`src/rtl/pred_ctx_pkg.sv`:
```
// Shared definitions for the predicate context sequencer.
// Holds the context word layout, the NOP word, routing select constants,
// FU predicate source codes and the sequencer state encoding.
package pred_ctx_pkg;

  localparam int unsigned CTX_W = 47;

  // Context word field positions (MSB:LSB)
  localparam int unsigned IN_SEL_MSB  = 46;
  localparam int unsigned IN_SEL_LSB  = 38;
  localparam int unsigned PUT_IN_MSB  = 37;
  localparam int unsigned PUT_IN_LSB  = 32;
  localparam int unsigned PUT_OUT_MSB = 31;
  localparam int unsigned PUT_OUT_LSB = 26;
  localparam int unsigned PRED_MSB    = 25;
  localparam int unsigned PRED_LSB    = 20;
  localparam int unsigned SEND_MSB    = 19;
  localparam int unsigned SEND_LSB    = 14;
  localparam int unsigned OUT_SEL_MSB = 13;
  localparam int unsigned OUT_SEL_LSB = 5;
  localparam int unsigned PE2FU_MSB   = 4;
  localparam int unsigned PE2FU_LSB   = 1;
  localparam int unsigned WB_BIT      = 0;

  typedef struct packed {
    logic [8:0] in_sel;
    logic [5:0] put_in;
    logic [5:0] put_out;
    logic [5:0] pred;
    logic [5:0] send;
    logic [8:0] out_sel;
    logic [3:0] pe2fu;
    logic       wb;
  } ctx_word_t;

  // The register file writes put_in on every negedge, so idle words target
  // the reserved scratch register instead of a live one.
  localparam logic [5:0] SCRATCH_IDX = 6'd63;

  localparam ctx_word_t NOP_WORD = '{
    in_sel:  '0,
    put_in:  SCRATCH_IDX,
    put_out: SCRATCH_IDX,
    pred:    '0,
    send:    '0,
    out_sel: '0,
    pe2fu:   '0,
    wb:      1'b0
  };

  // One-hot input / output mux selects
  localparam logic [8:0] SEL_EDGE9  = 9'b000001000;
  localparam logic [8:0] SEL_EDGE11 = 9'b000000100;
  localparam logic [8:0] SEL_EDGE12 = 9'b000000001;
  localparam logic [8:0] SEL_BUS    = 9'b000010000;

  // FU predicate source codes
  localparam logic [3:0] PE2FU_REG    = 4'b0000;
  localparam logic [3:0] PE2FU_EDGE9  = 4'b0100;
  localparam logic [3:0] PE2FU_EDGE11 = 4'b0011;
  localparam logic [3:0] PE2FU_EDGE12 = 4'b0001;
  localparam logic [3:0] PE2FU_BUS    = 4'b1000;

  typedef enum logic [1:0] {
    ST_IDLE = 2'd0,
    ST_RUN  = 2'd1,
    ST_DONE = 2'd2
  } seq_state_t;

  // Input-mux write and FU write-back aimed at the same register.
  function automatic logic is_conflict(input ctx_word_t w);
    return w.wb && (w.put_in == w.put_out) && (w.in_sel != '0);
  endfunction

endpackage

```
`src/rtl/pred_ctx_mem.sv`:
```
// Context memory: CTX_DEPTH x 47-bit register array.
// Ports: CLK; we/wr_addr/wr_data synchronous write port;
//        rd_addr/rd_data combinational read port.
module pred_ctx_mem
  import pred_ctx_pkg::*;
#(
  parameter int unsigned CTX_DEPTH = 16,
  parameter int unsigned CTX_AW    = 4
) (
  input  logic              CLK,
  input  logic              we,
  input  logic [CTX_AW-1:0] wr_addr,
  input  ctx_word_t         wr_data,
  input  logic [CTX_AW-1:0] rd_addr,
  output ctx_word_t         rd_data
);

  ctx_word_t mem [CTX_DEPTH];

  always_ff @(posedge CLK) begin
    if (we) begin
      mem[wr_addr] <= wr_data;
    end
  end

  assign rd_data = mem[rd_addr];

endmodule

```
`src/rtl/pred_ctx_seq.sv`:
```
// Per-PE predicate context sequencer. Stores a program of predicate-routing
// words and, on start, issues one word per cycle to the predicate register
// file control bus, optionally repeating the program loop_cnt extra times.
// Ports:
//   CLK, RST            clock, synchronous active-high reset
//   cfg_we/addr/data    context write port (ignored while busy)
//   ctx_last, loop_cnt  program length and extra passes, sampled at start
//   start, abort        begin issuing / stop immediately
//   busy, done          running / one-cycle completion pulse
//   conflict            issued word writes the same register from both paths
//   control_*           registered control word fields to the register file
module pred_ctx_seq
  import pred_ctx_pkg::*;
#(
  parameter int unsigned CTX_DEPTH = 16,
  parameter int unsigned CTX_AW    = 4,
  parameter int unsigned LOOP_W    = 8
) (
  input  logic              CLK,
  input  logic              RST,
  input  logic              cfg_we,
  input  logic [CTX_AW-1:0] cfg_addr,
  input  logic [CTX_W-1:0]  cfg_data,
  input  logic [CTX_AW-1:0] ctx_last,
  input  logic [LOOP_W-1:0] loop_cnt,
  input  logic              start,
  input  logic              abort,
  output logic              busy,
  output logic              done,
  output logic              conflict,
  output logic [8:0]        control_in_p,
  output logic [5:0]        control_put_in_p,
  output logic [5:0]        control_put_out_p,
  output logic              write_back_p,
  output logic [5:0]        control_pred,
  output logic [5:0]        control_send_p,
  output logic [8:0]        control_out_p,
  output logic [3:0]        control_pe2fu_p
);

  seq_state_t        state_q, state_d;
  logic [CTX_AW-1:0] pc_q, pc_d;
  logic [CTX_AW-1:0] last_q, last_d;
  logic [LOOP_W-1:0] iter_q, iter_d;
  logic [LOOP_W-1:0] loop_q, loop_d;
  ctx_word_t         word_q, word_d;
  logic              conflict_q;

  logic              mem_we;
  logic [CTX_AW-1:0] rd_addr;
  ctx_word_t         rd_data;

  assign mem_we  = cfg_we && !RST && (state_q != ST_RUN);
  assign rd_addr = (state_q == ST_RUN) ? pc_q : '0;

  pred_ctx_mem #(
    .CTX_DEPTH (CTX_DEPTH),
    .CTX_AW    (CTX_AW)
  ) u_mem (
    .CLK     (CLK),
    .we      (mem_we),
    .wr_addr (cfg_addr),
    .wr_data (cfg_data),
    .rd_addr (rd_addr),
    .rd_data (rd_data)
  );

  // State register and registered datapath
  always_ff @(posedge CLK) begin
    if (RST) begin
      state_q    <= ST_IDLE;
      pc_q       <= '0;
      iter_q     <= '0;
      last_q     <= '0;
      loop_q     <= '0;
      word_q     <= NOP_WORD;
      conflict_q <= 1'b0;
    end else begin
      state_q    <= state_d;
      pc_q       <= pc_d;
      iter_q     <= iter_d;
      last_q     <= last_d;
      loop_q     <= loop_d;
      word_q     <= word_d;
      conflict_q <= is_conflict(word_d);
    end
  end

  // Next-state logic. In RUN, pc_q==0 means the word just issued was
  // ctx[last]: pc wraps to 0 after issuing last, and stays 0 when last==0.
  always_comb begin
    state_d = state_q;
    if (abort) begin
      state_d = ST_IDLE;
    end else begin
      unique case (state_q)
        ST_IDLE: if (start) state_d = ST_RUN;
        ST_RUN:  if ((pc_q == '0) && (iter_q == loop_q)) state_d = ST_DONE;
        ST_DONE: state_d = ST_IDLE;
        default: state_d = ST_IDLE;
      endcase
    end
  end

  // Next issued word and counters
  always_comb begin
    word_d = NOP_WORD;
    pc_d   = pc_q;
    iter_d = iter_q;
    last_d = last_q;
    loop_d = loop_q;
    if (abort) begin
      pc_d = '0;
    end else begin
      unique case (state_q)
        ST_IDLE: begin
          pc_d = '0;
          if (start) begin
            last_d = ctx_last;
            loop_d = loop_cnt;
            iter_d = '0;
            word_d = rd_data;
            pc_d   = (ctx_last == '0) ? '0 : CTX_AW'(1);
          end
        end
        ST_RUN: begin
          if (pc_q == '0) begin
            if (iter_q == loop_q) begin
              pc_d = '0;
            end else begin
              word_d = rd_data;
              pc_d   = (last_q == '0) ? '0 : CTX_AW'(1);
              iter_d = iter_q + 1'b1;
            end
          end else begin
            word_d = rd_data;
            pc_d   = (pc_q == last_q) ? '0 : pc_q + 1'b1;
          end
        end
        default: begin
          pc_d = '0;
        end
      endcase
    end
  end

  // Outputs
  assign busy              = (state_q == ST_RUN);
  assign done              = (state_q == ST_DONE);
  assign conflict          = conflict_q;
  assign control_in_p      = word_q.in_sel;
  assign control_put_in_p  = word_q.put_in;
  assign control_put_out_p = word_q.put_out;
  assign write_back_p      = word_q.wb;
  assign control_pred      = word_q.pred;
  assign control_send_p    = word_q.send;
  assign control_out_p     = word_q.out_sel;
  assign control_pe2fu_p   = word_q.pe2fu;

endmodule
```
`config.mk`:
```
export PLATFORM = sky130hd
export DESIGN_NAME = pred_ctx_seq
export DESIGN_NICKNAME = d
export VERILOG_FILES = /design/src/rtl/pred_ctx_pkg.sv /design/src/rtl/pred_ctx_mem.sv /design/src/rtl/pred_ctx_seq.sv
export SDC_FILE = /design/constraint.sdc
export NUM_CORES = 1
export LEC_CHECK = 0
export CAP_MARGIN = 20
export CORE_MARGIN = 2
export CORE_UTILIZATION = 50
export CTS_CLUSTER_SIZE = 16
export DETAILED_ROUTE_END_ITERATION = 6
export PLACE_DENSITY = 0.67
export SLEW_MARGIN = 20
export SYNTH_ARGS = -nofsm -noshare
export SYNTH_HDL_FRONTEND = slang
export SYNTH_SLANG_ARGS = --single-unit
```
`constraint.sdc`:
```
create_clock -name CLK -period 7.05 [get_ports CLK]
set_clock_uncertainty 0.1 [all_clocks]
set_input_delay 1.41 -clock CLK [delete_from_list [all_inputs] [get_ports CLK]]
set_output_delay 1.41 -clock CLK [all_outputs]
set_load 0.005 [all_outputs]
```
==> out/qor.json <==
{
  "result_of_the_run": "completed",
  "syn-cell-area_um2": 32730,
  "grt_start_max_net_pins": 191,
  "crit_slowest_cell": "sky130_fd_sc_hd__dfxtp_1",
  "ys_ff_latch": 826,
  "path_class": "reg -> out",
  "total_cts_buffers": 85,
  "cpLargestDelayFamily": "buffers and inverters",
  "setup_tns_ns": 0,
  "design.final.nets": 2316,
  "area_growth_syn_to_layout_pct": 14.19,
  "avgRoutedWirePerCell_um": 24.81,
  "worst_ir_drop_on_vdd_mv": 0.1799,
  "clock_sinks": 826,
  "die_area_um2": 67510,
  "hold_depth": 2,
  "clock-root-buffer": "sky130_fd_sc_hd__clkbuf_16",
  "final_core_util_pct": 57.87,
  "startpoint_type": "register",
  "setup_slack_ns": 2.356,
  "distinct_cell_type_count_of_the_synthesized_netlist": 83,
  "route.antenna.remaining_nets": 0,
  "holdBufCountCts": 0,
  "cts-htree-levels": 3,
  "r2r-end": "conflict$_SDFF_PP0_",
  "setup.reg_to_reg.worst_slack_ns": 2.78,
  "std_cell_rows": 93,
  "drv.max_cap_violation_count": 0,
  "io_pins": 118,
  "drcViolationCount": 0,
  "slew_viol_final": 0,
  "path_buf_inv": 2,
  "synth_area_per_cell_um2": 15.20,
  "worst-path-max-fanout": 56,
  "finalWorstPathRequiredPeriod_ns": 4.694,
  "slew_headroom_pct": 16.88,
  "detail_route.wirelength_um": 78640,
  "detailedPlace.worstSlack_ns": 2.299,
  "antenna_found_initial": 1,
  "worstHoldStart": "loop_q[2]$_SDFFE_PP0P_",
  "drt-initial-drc-count": 1952,
  "port_buffers": 117,
  "ant_cells": 0,
  "setup_buffers_after_cts": 0,
  "r2r-start": "state_q[0]$_SDFFE_PP0P_",
  "cts.clk_slew.worst_paths_ns": 0.06,
  "netlist_instances": 2153,
  "achievable-frequency_mhz": 213.1,
  "clk_path_buf_depth": 3,
  "synth-edff-count": 752,
  "chipHeight_um": 259.8,
  "final.fill_count": 4909,
  "synth_nets": 2224,
  "required_ns": 5.54,
  "grt_pass1_wl_um": 118100,
  "clock_latency_ns": 0.63,
  "floorplan.initialDensity_pct": 50.68,
  "seq_area_frac_synth_pct": 73.53,
  "overflow": 0,
  "routability_congestion": 0.8170,
  "timing.critical_path.slowest_cell_delay_ns": 0.76,
  "synth_async_sr_flop_share_pct": 0,
  "tritoncts": "done",
  "worstPathCellList": "nand2b_2 -> inv_6 -> clkdlybuf4s50_1",
  "crit_path_end_kind": "primary output",
  "final_layout_size_suffix_gt1_share_pct": 9.762,
  "die-width_um": 259.8,
  "min_to": "loop_q[2]$_SDFFE_PP0P_",
  "postPlaceCellArea_um2": 34590,
  "reg2reg_depth": 10,
  "p_leak_uw": 0.01221,
  "total_track_usage_pct": 23.35,
  "vias": 19133,
  "grt_setup_unrepaired": "no",
  "dp_hpwl_um": 41550,
  "arrival_ns": 3.18,
  "slew_at_the_pin_with_the_worst_max_slew_slack_ns": 1.247,
  "finalCritPeriodShare_pct": 66.58,
  "yosys_most_used_dff": "sky130_fd_sc_hd__edfxtp_1",
  "first_global_vias": 19240,
  "finalInstanceArea_um2": 37370,
  "route.detailed.vias_per_inst": 6.036,
  "finalSetupViolations": 0,
  "yosysWarnings": 0,
  "core_area_um2": 64580,
  "first_pass_iters": 6,
  "hold_violations": 0,
  "post-layout-total-power_uw": 10220,
  "timing.hold.worst.class": "reg -> reg",
  "power.density_cell_area_nw_per_um2": 273.5,
  "post_cts.resized_instances": 0
}
-- synthesized netlist by cell type, drive strengths merged, types with 8 or more instances --
cell type,instances,area [um2]
clkbuf,58,217.7
a311oi,50,437.9
nor2,96,367.8
nand2b,16,100.1
xor2,19,166.4
xnor2,8,70.07
a31oi,23,143.9
a221oi,10,93.84
nand2,153,574.3
o221ai,16,140.1
edfxtp,752,22580
mux2,26,292.8
a21oi,72,364.1
a211oi,113,853.3
o22ai,15,93.84
nor2b,50,312.8
nand3,125,625.6
o21ai,57,289.0
buf,92,626.9
mux2i,163,1632
nor3,35,180.2
dfxtp,74,1481
inv,25,101.4
-- sequential cells by signal, summed over array words and instances (netlist names), 4 cells and up --
name and cells:
loop_q 8, control_send_p 6, control_pred 6, control_in_p 9
last_q 4, control_put_out_p 6, pc_q 4, u_mem.mem 752
control_put_in_p 6, control_pe2fu_p 4, iter_q 8, control_out_p 9
-- stage by stage --
stage	instances	hold WS, ns
6_report	3170	0.3718
5_1_grt	3170	0.4009
4_1_cts	3170	0.3745
3_5_place_dp	3013	0.3671
3_3_place_gp	3012	0.3623
2_1_floorplan	2153	0.3478
-- layer usage --
| metal | track usage [%] | share of wire [%] |
|---|---|---|
| met1 | 31.62 | 41 |
| met2 | 38.47 | 49 |
| met3 | 4.055 | 6.9 |
| met4 | 7.695 | 3.1 |
| met5 | 0 | 0.014 |
-- placed cells by master (no fill, tap or decap), types with 23 or more instances in the layout --
cell,n
sky130_fd_sc_hd__nor2_1,80
sky130_fd_sc_hd__a21oi_1,71
sky130_fd_sc_hd__clkdlybuf4s50_1,117
sky130_fd_sc_hd__edfxtp_1,752
sky130_fd_sc_hd__nand3_1,125
sky130_fd_sc_hd__nor2b_1,50
sky130_fd_sc_hd__mux2i_1,163
sky130_fd_sc_hd__a211oi_1,112
sky130_fd_sc_hd__clkbuf_16,90
sky130_fd_sc_hd__dfxtp_1,72
sky130_fd_sc_hd__o21ai_0,49
sky130_fd_sc_hd__nor3_1,30
sky130_fd_sc_hd__mux2_2,23
sky130_fd_sc_hd__nand2_1,153
sky130_fd_sc_hd__buf_4,34
sky130_fd_sc_hd__a311oi_1,50
sky130_fd_sc_hd__a31oi_1,23
-- cell families (layout without fill, tap and decap cells) --
family                     Yosys count  in the layout  synth area share (%)
and+or+nand+nor                    525            525                 7.761
DFF                                826            826                 73.53
adders and majority gates            3              3                0.1147
muxes                              196            196                 6.385
AOI/OAI and AO/OA                  401            401                 8.598
buffers and inverters              175            337                 2.890
xor gates and xnor gates            27             27                0.7226
-- worst max path at each step --
| stage | start | end | depth (start not counted) |
|---|---|---|---|
| floorplan | RST | u_mem.mem[0][0]$_DFFE_PP_ | 4 |
| global placement | RST | u_mem.mem[13][1]$_DFFE_PP_ | 7 |
| detailed placement | RST | u_mem.mem[1][39]$_DFFE_PP_ | 6 |
| CTS | state_q[0]$_SDFFE_PP0P_ | busy | 3 |
| global route | state_q[0]$_SDFFE_PP0P_ | busy | 3 |
| finish | state_q[0]$_SDFFE_PP0P_ | busy | 3 |
-- worst reg2reg max path: stages (launching register included) --
cell and delay, ns:
sky130_fd_sc_hd__dfxtp_1 0.76, sky130_fd_sc_hd__nand2b_2 0.53, sky130_fd_sc_hd__buf_4 0.39, sky130_fd_sc_hd__nor2_4 0.69, sky130_fd_sc_hd__buf_4 0.42, sky130_fd_sc_hd__nand3_1 0.14, sky130_fd_sc_hd__and4_1 0.28, sky130_fd_sc_hd__a22o_1 0.21
sky130_fd_sc_hd__and4_1 0.28, sky130_fd_sc_hd__a41o_1 0.27, sky130_fd_sc_hd__nor4_2 0.12
-- where the power goes --
part           internal [uW]  switching [uW]  total (uW)
combinational            128             240         369
clock                   2630            1810        4440
sequential              5390            20.4        5410
total                   8150            2070       10200
-- cell type report --
type	instances	area, um2	share of cell area (%)
clock inverter	41	386.6	1.035
sequential	826	24070	64.40
multi-input combinational	1152	7849	21.00
tap	855	1070	2.863
inverter	25	101.3	0.2712
clock buffer	116	2390	6.395
timing repair buffer	155	1506	4.031
(Power assumes the default switching activity.)
